## config.mk

```make
export PLATFORM = sky130hd
export DESIGN_NAME = multi_timer
export DESIGN_NICKNAME = d
export VERILOG_FILES = /design/src/rtl/multi_timer.sv
export SDC_FILE = /design/constraint.sdc
export NUM_CORES = 1
export LEC_CHECK = 0
export BUFFER_PORTS_ARGS = -buffer_cell sky130_fd_sc_hd__buf_2
export CAP_MARGIN = 0
export CORE_ASPECT_RATIO = 1.5
export CORE_MARGIN = 3
export CORE_UTILIZATION = 55
export CTS_CLUSTER_SIZE = 40
export DETAILED_ROUTE_END_ITERATION = 8
export PLACE_DENSITY_LB_ADDON = 0.2
export SLEW_MARGIN = 20
export SYNTH_ARGS = -nofsm -noshare
export SYNTH_HDL_FRONTEND = slang
export SYNTH_SLANG_ARGS = --single-unit
```

## constraint.sdc

```tcl
create_clock -name clk -period 10.7 [get_ports clk]
set_clock_uncertainty 0.15 [all_clocks]
set_input_delay 2.14 -clock clk [delete_from_list [all_inputs] [get_ports clk]]
set_output_delay 2.14 -clock clk [all_outputs]
set_load 0.01 [all_outputs]
```

## src/rtl/multi_timer.sv

```systemverilog
// multi_timer: a bank of independent up-counting timer channels with a CSR
// interface and one-cycle interrupt pulses.
//
// Each channel counts from 0 up to limit = counter_top << prescaler. When it
// reaches the limit it wraps to 0 and pulses its interrupt bit, so the period
// is limit+1 cycles. In one-shot mode the channel disables itself on that
// match. A channel with counter_top == 0 stays idle even when enabled.
//
// CSR map (addresses relative to CsrBase, ch = 0..NumChannels-1):
//   2*ch     CFG : [PrescalerWidth-1:0] prescaler, next CounterWidth bits counter_top
//   2*ch+1   CTL : bit0 enable, bit1 mode (0 periodic, 1 one-shot)
//   2*NumChannels+ch  COUNT (read-only, only when MULTI_TIMER_COUNT_READBACK_EN
//                     is defined; otherwise unmapped)
// Any write to CFG or CTL restarts that channel's count at 0. A write takes
// priority over a match on the same edge, so no interrupt is produced then.
//
// Ports:
//   clk        core clock, all state changes on the rising edge
//   reset_n    synchronous active-low reset
//   csr_we     CSR write strobe
//   csr_addr   CSR address for reads and writes
//   csr_wdata  CSR write data
//   csr_rdata  combinational read data for csr_addr, 0 when unmapped
//   interrupt  per-channel registered one-cycle interrupt pulse
//
// Optional feature macro: MULTI_TIMER_COUNT_READBACK_EN (count readback).

module multi_timer #(
    parameter int          NumChannels    = 4,
    parameter int          CounterWidth   = 16,
    parameter int          PrescalerWidth = 4,
    parameter logic [11:0] CsrBase        = 12'h400
) (
    input  logic                   clk,
    input  logic                   reset_n,
    input  logic                   csr_we,
    input  logic [11:0]            csr_addr,
    input  logic [31:0]            csr_wdata,
    output logic [31:0]            csr_rdata,
    output logic [NumChannels-1:0] interrupt
);

    // Count width is sized so the largest possible limit never wraps.
    localparam int CntW = CounterWidth + 2**PrescalerWidth;
    localparam int CfgW = PrescalerWidth + CounterWidth;

    logic [PrescalerWidth-1:0] prescaler   [NumChannels];
    logic [CounterWidth-1:0]   counter_top [NumChannels];
    logic                      enable      [NumChannels];
    logic                      mode        [NumChannels];
    logic [CntW-1:0]           count       [NumChannels];

    logic [CntW-1:0]           limit       [NumChannels];
    logic [NumChannels-1:0]    run;
    logic [NumChannels-1:0]    match;
    logic [NumChannels-1:0]    cfg_wr;
    logic [NumChannels-1:0]    ctl_wr;

    // Only the CFG field bits of the write data are ever stored.
    logic unused_wdata;
    assign unused_wdata = ^csr_wdata[31:CfgW];

    function automatic logic [11:0] cfg_addr(input int ch);
        return CsrBase + 12'(2 * ch);
    endfunction

    function automatic logic [11:0] ctl_addr(input int ch);
        return CsrBase + 12'(2 * ch + 1);
    endfunction

    function automatic logic [31:0] cfg_word(input logic [PrescalerWidth-1:0] pre,
                                             input logic [CounterWidth-1:0]   top);
        logic [CfgW+31:0] w;
        w = {32'b0, top, pre};
        return w[31:0];
    endfunction

`ifdef MULTI_TIMER_COUNT_READBACK_EN
    function automatic logic [11:0] cnt_addr(input int ch);
        return CsrBase + 12'(2 * NumChannels + ch);
    endfunction

    function automatic logic [31:0] cnt_word(input logic [CntW-1:0] cnt);
        logic [CntW+31:0] w;
        w = {32'b0, cnt};
        return w[31:0];
    endfunction
`endif

    // Per-channel decode, limit and match detection.
    always_comb begin
        for (int ch = 0; ch < NumChannels; ch++) begin
            limit[ch]  = {{(CntW-CounterWidth){1'b0}}, counter_top[ch]} << prescaler[ch];
            run[ch]    = enable[ch] && (counter_top[ch] != '0);
            match[ch]  = run[ch] && (count[ch] == limit[ch]);
            cfg_wr[ch] = csr_we && (csr_addr == cfg_addr(ch));
            ctl_wr[ch] = csr_we && (csr_addr == ctl_addr(ch));
        end
    end

    // Register stage: configuration, counters and interrupt pulses.
    always_ff @(posedge clk) begin
        if (!reset_n) begin
            interrupt <= '0;
            for (int ch = 0; ch < NumChannels; ch++) begin
                prescaler[ch]   <= '0;
                counter_top[ch] <= '0;
                enable[ch]      <= 1'b0;
                mode[ch]        <= 1'b0;
                count[ch]       <= '0;
            end
        end else begin
            for (int ch = 0; ch < NumChannels; ch++) begin
                interrupt[ch] <= 1'b0;
                // A CSR write on this channel overrides any match on this edge.
                if (cfg_wr[ch]) begin
                    prescaler[ch]   <= csr_wdata[PrescalerWidth-1:0];
                    counter_top[ch] <= csr_wdata[CfgW-1:PrescalerWidth];
                    count[ch]       <= '0;
                end else if (ctl_wr[ch]) begin
                    enable[ch] <= csr_wdata[0];
                    mode[ch]   <= csr_wdata[1];
                    count[ch]  <= '0;
                end else if (match[ch]) begin
                    count[ch]     <= '0;
                    interrupt[ch] <= 1'b1;
                    if (mode[ch]) begin
                        enable[ch] <= 1'b0;
                    end
                end else if (run[ch]) begin
                    count[ch] <= count[ch] + CntW'(1);
                end
            end
        end
    end

    // Combinational read mux.
    always_comb begin
        csr_rdata = '0;
        for (int ch = 0; ch < NumChannels; ch++) begin
            if (csr_addr == cfg_addr(ch)) begin
                csr_rdata = cfg_word(prescaler[ch], counter_top[ch]);
            end
            if (csr_addr == ctl_addr(ch)) begin
                csr_rdata = {30'b0, mode[ch], enable[ch]};
            end
`ifdef MULTI_TIMER_COUNT_READBACK_EN
            if (csr_addr == cnt_addr(ch)) begin
                csr_rdata = cnt_word(count[ch]);
            end
`endif
        end
    end

endmodule
```

==> flow_metrics.py <==
metrics = {
    "power": {
        "leakage_nw": 6.44,
        "pwr_density_cell_mw_per_mm2": 124,
        "power_w": 0.00228,
        "peakVddDrop_v": 0.000102,
    },
    "clocking": {
        "numClockSinks": 220,
        "hold_buffers": 0,
        "root_buffer": "clkbuf_16",
        "cts_tree": "built",
        "path_clk_slew_ps": 60,
        "ctsResizeCount": 0,
        "clk_path_buf_depth": 3,
        "postCtsSetupBuffers": 0,
        "clk_latency_ps": 540,
        "cts_made_buffers": 24,
        "h-tree-depth": 1,
    },
    "yosys": {
        "synthXorXnorAreaFrac_pct": 9.20,
        "synth-edff-count": 210,
        "yosys.area_share.simple_pct": 22.7,
        "synth_compound_area_share_pct": 11.2,
        "synth_top_family_by_area": "simple AND/OR/NAND/NOR gates",
        "yosysUniqueCellTypes": 93,
        "syn_inst": 1751,
        "avgSynthCellArea_sq_um": 9.84,
        "synth.mux.area_fraction_pct": 13.9,
        "yosys_warnings": 0,
        "synth_fa_ha_area_share_pct": 0.291,
        "synth_seq_cells": 220,
        "yosysSeqAreaShare_pct": 37.8,
        "synth-main-ff-cell": "edfxtp_1",
        "syn-cell-area_sq_mm": 0.0172,
        "async_reset_ff_share_pct": 0,
    },
    "die": {
        "die_area_sq_mm": 0.0335,
        "die_x_um": 151,
        "core_sq_mm": 0.0305,
        "io_pins": 83,
        "dieHeight_um": 223,
        "rows": 78,
        "initial_core_util_pct": 56.4,
    },
    "placed_design": {
        "place_area_sq_mm": 0.0175,
        "hpwl_um": 36200,
        "gp_congestion": 0.938,
        "port_buffers": 58,
    },
    "route": {
        "via_per_inst": 6.72,
        "wl_per_cell_um": 23.2,
        "drtPass1Iterations": 7,
        "drc": 0,
        "vias": 14300,
        "drt-total-wl_um": 49400,
        "drt_iter0_drc": 1434,
        "final_antenna_net_count": 0,
    },
    "layout": {
        "nNetsFinal": 1767,
        "num_antenna_cells": 0,
        "synthToLayoutAreaGrowth_pct": 6.34,
        "layout_common_cells": "210 x edfxtp_1, 170 x nor2_1, 106 x nand2_1",
        "layout_commonest_cell": "edfxtp_1",
        "drive_gt1_share_pct": 14.7,
        "stdcell_area_sq_mm": 0.0183,
    },
    "worst_hold_path": {
        "holdCritPathClass": "reg2reg",
    },
    "setup_path": {
        "crit_start": "csr_addr[4]",
        "start_kind": "input port",
        "arrival_ps": 4880,
        "worstSetupEndpointType": "output pin",
        "worstReg2RegStart": "prescaler[0][0]",
        "crit_required_ps": 8410,
        "r2r_end": "count[0][19]",
        "cp_max_fo": 22,
        "rrSetupSlack_ps": 6420,
        "crit_type": "in2out",
        "reg2regPathDepth": 9,
        "endpoint": "csr_rdata[11]",
    },
    "timing": {
        "finalCriticalPeriod_ps": 7170,
        "max_slew_margin_pct": 29.3,
        "fmax_ghz": 0.139,
        "drv_slew": 0,
        "worstMarginPinSlew_ps": 1060,
        "finalHoldViolations": 0,
        "setup-violations-final": 0,
        "setup_tns_ps": 0,
        "min_period_over_period_pct": 67.0,
        "grt_setup_unrepaired": "no",
    },
    "global_route": {
        "antenna_found_initial": 0,
        "met3_usage_pct": 3.73,
        "busiest_layer": "met2",
        "grt_pass1_wl_um": 77400,
        "grtUsageMet1_pct": 37.6,
        "grt_max_degree": 83,
        "grt_overflow": 0,
        "grt_pass1_vias": 13700,
        "grtUsageTotal_pct": 29.1,
        "use_met2_pct": 49.2,
    },
    "status": {
        "status": "finished clean",
    },
    "job": {
        "cap_violations": 0,
    },
}
==> worst min path at each step <==
stage | slack, ps | cells after the start | end | startpoint
floorplan | 260 | 1 | enable[0] | mode[0]
global placement | 300 | 1 | enable[2] | mode[2]
detailed placement | 320 | 1 | enable[2] | mode[2]
CTS | 330 | 1 | enable[2] | mode[2]
global route | 350 | 1 | enable[2] | mode[2]
finish | 340 | 1 | enable[2] | mode[2]
==> worst max-delay path, stage by stage <==
cell and delay (ps):
buf_2 90, nor4_1 260, nand4b_1 500, nor3b_1 430, nor2b_2 580, buf_4 350
a22o_1 200, a221o_1 170, buf_2 150
==> routing by layer <==
layer	wire length (um)	vias up
li1	-	6541
met1	19100	7028
met2	24600	645
met3	3540	122
met4	2110	0
met5	0	-
==> through the flow <==
| stage | util [%] | hold WS, ps | std cells | setup slack [ps] |
|---|---|---|---|---|
| after floorplan | - | 264 | 1762 | 4570 |
| after global placement | 57.3 | 304 | 2090 | 3700 |
| after detailed placement | 57.3 | 319 | 2090 | 3620 |
| after CTS | 60.0 | 333 | 2133 | 3620 |
| after global routing | 60.0 | 354 | 2133 | 3290 |
| final | 60.0 | 336 | 2133 | 3530 |
==> cell type report <==
type	count	area (sq um)
sequential	220	6510
inverter	34	128
clock buffer	28	657
fill	2643	12200
multi-input combinational	1356	9920
timing repair buffer	80	455
clock inverter	15	151
tap	400	500
==> Yosys cell counts (13+ instances only) <==
library cell / instances / share of area [%]
mux2_2: 27 / 1.8
nor2b_1: 18 / 0.65
xor2_1: 81 / 4.1
buf_2: 18 / 0.52
and3_1: 106 / 3.8
xnor2_1: 100 / 5.1
and2_1: 14 / 0.51
mux2i_1: 64 / 3.7
mux4_2: 58 / 7.6
nand3_1: 76 / 2.2
nand4_1: 46 / 1.7
or3_1: 15 / 0.54
edfxtp_1: 210 / 37
inv_1: 29 / 0.63
buf_4: 21 / 0.92
a21oi_1: 50 / 1.5
o21ai_0: 36 / 1.0
nor2_2: 20 / 0.73
nor2_1: 171 / 3.7
nand2_1: 106 / 2.3
nor4_1: 29 / 1.1
nor3_1: 63 / 1.8
a31oi_1: 13 / 0.47
clkbuf_1: 98 / 2.1
and4_1: 17 / 0.86
==> power by group <==
part / total (W) / switching [W] / internal (W) / leakage (nW)
clock: 0.000864 / 0.000355 / 0.000508 / 0.390
sequential: 0.00106 / 0.0000799 / 0.000982 / 2.19
combinational: 0.000352 / 0.000198 / 0.000154 / 3.86
==> state kept, by name, indices dropped and copies added, names as in the netlist <==
signal	count
count	128
counter_top	64
prescaler	16
enable	4
interrupt	4
mode	4
==> logic make-up (layout without fill, tap and decap cells) <==
kind of cell / Yosys count / after routing
compound gates: 262 / 262
mux: 156 / 156
buf+inv: 186 / 157
other cells: 1 / 12
xor+xnor: 181 / 181
simple gates: 741 / 741
flops: 220 / 220
fa+ha+maj: 4 / 4
Note: power is estimated with default switching activity, not from simulation.
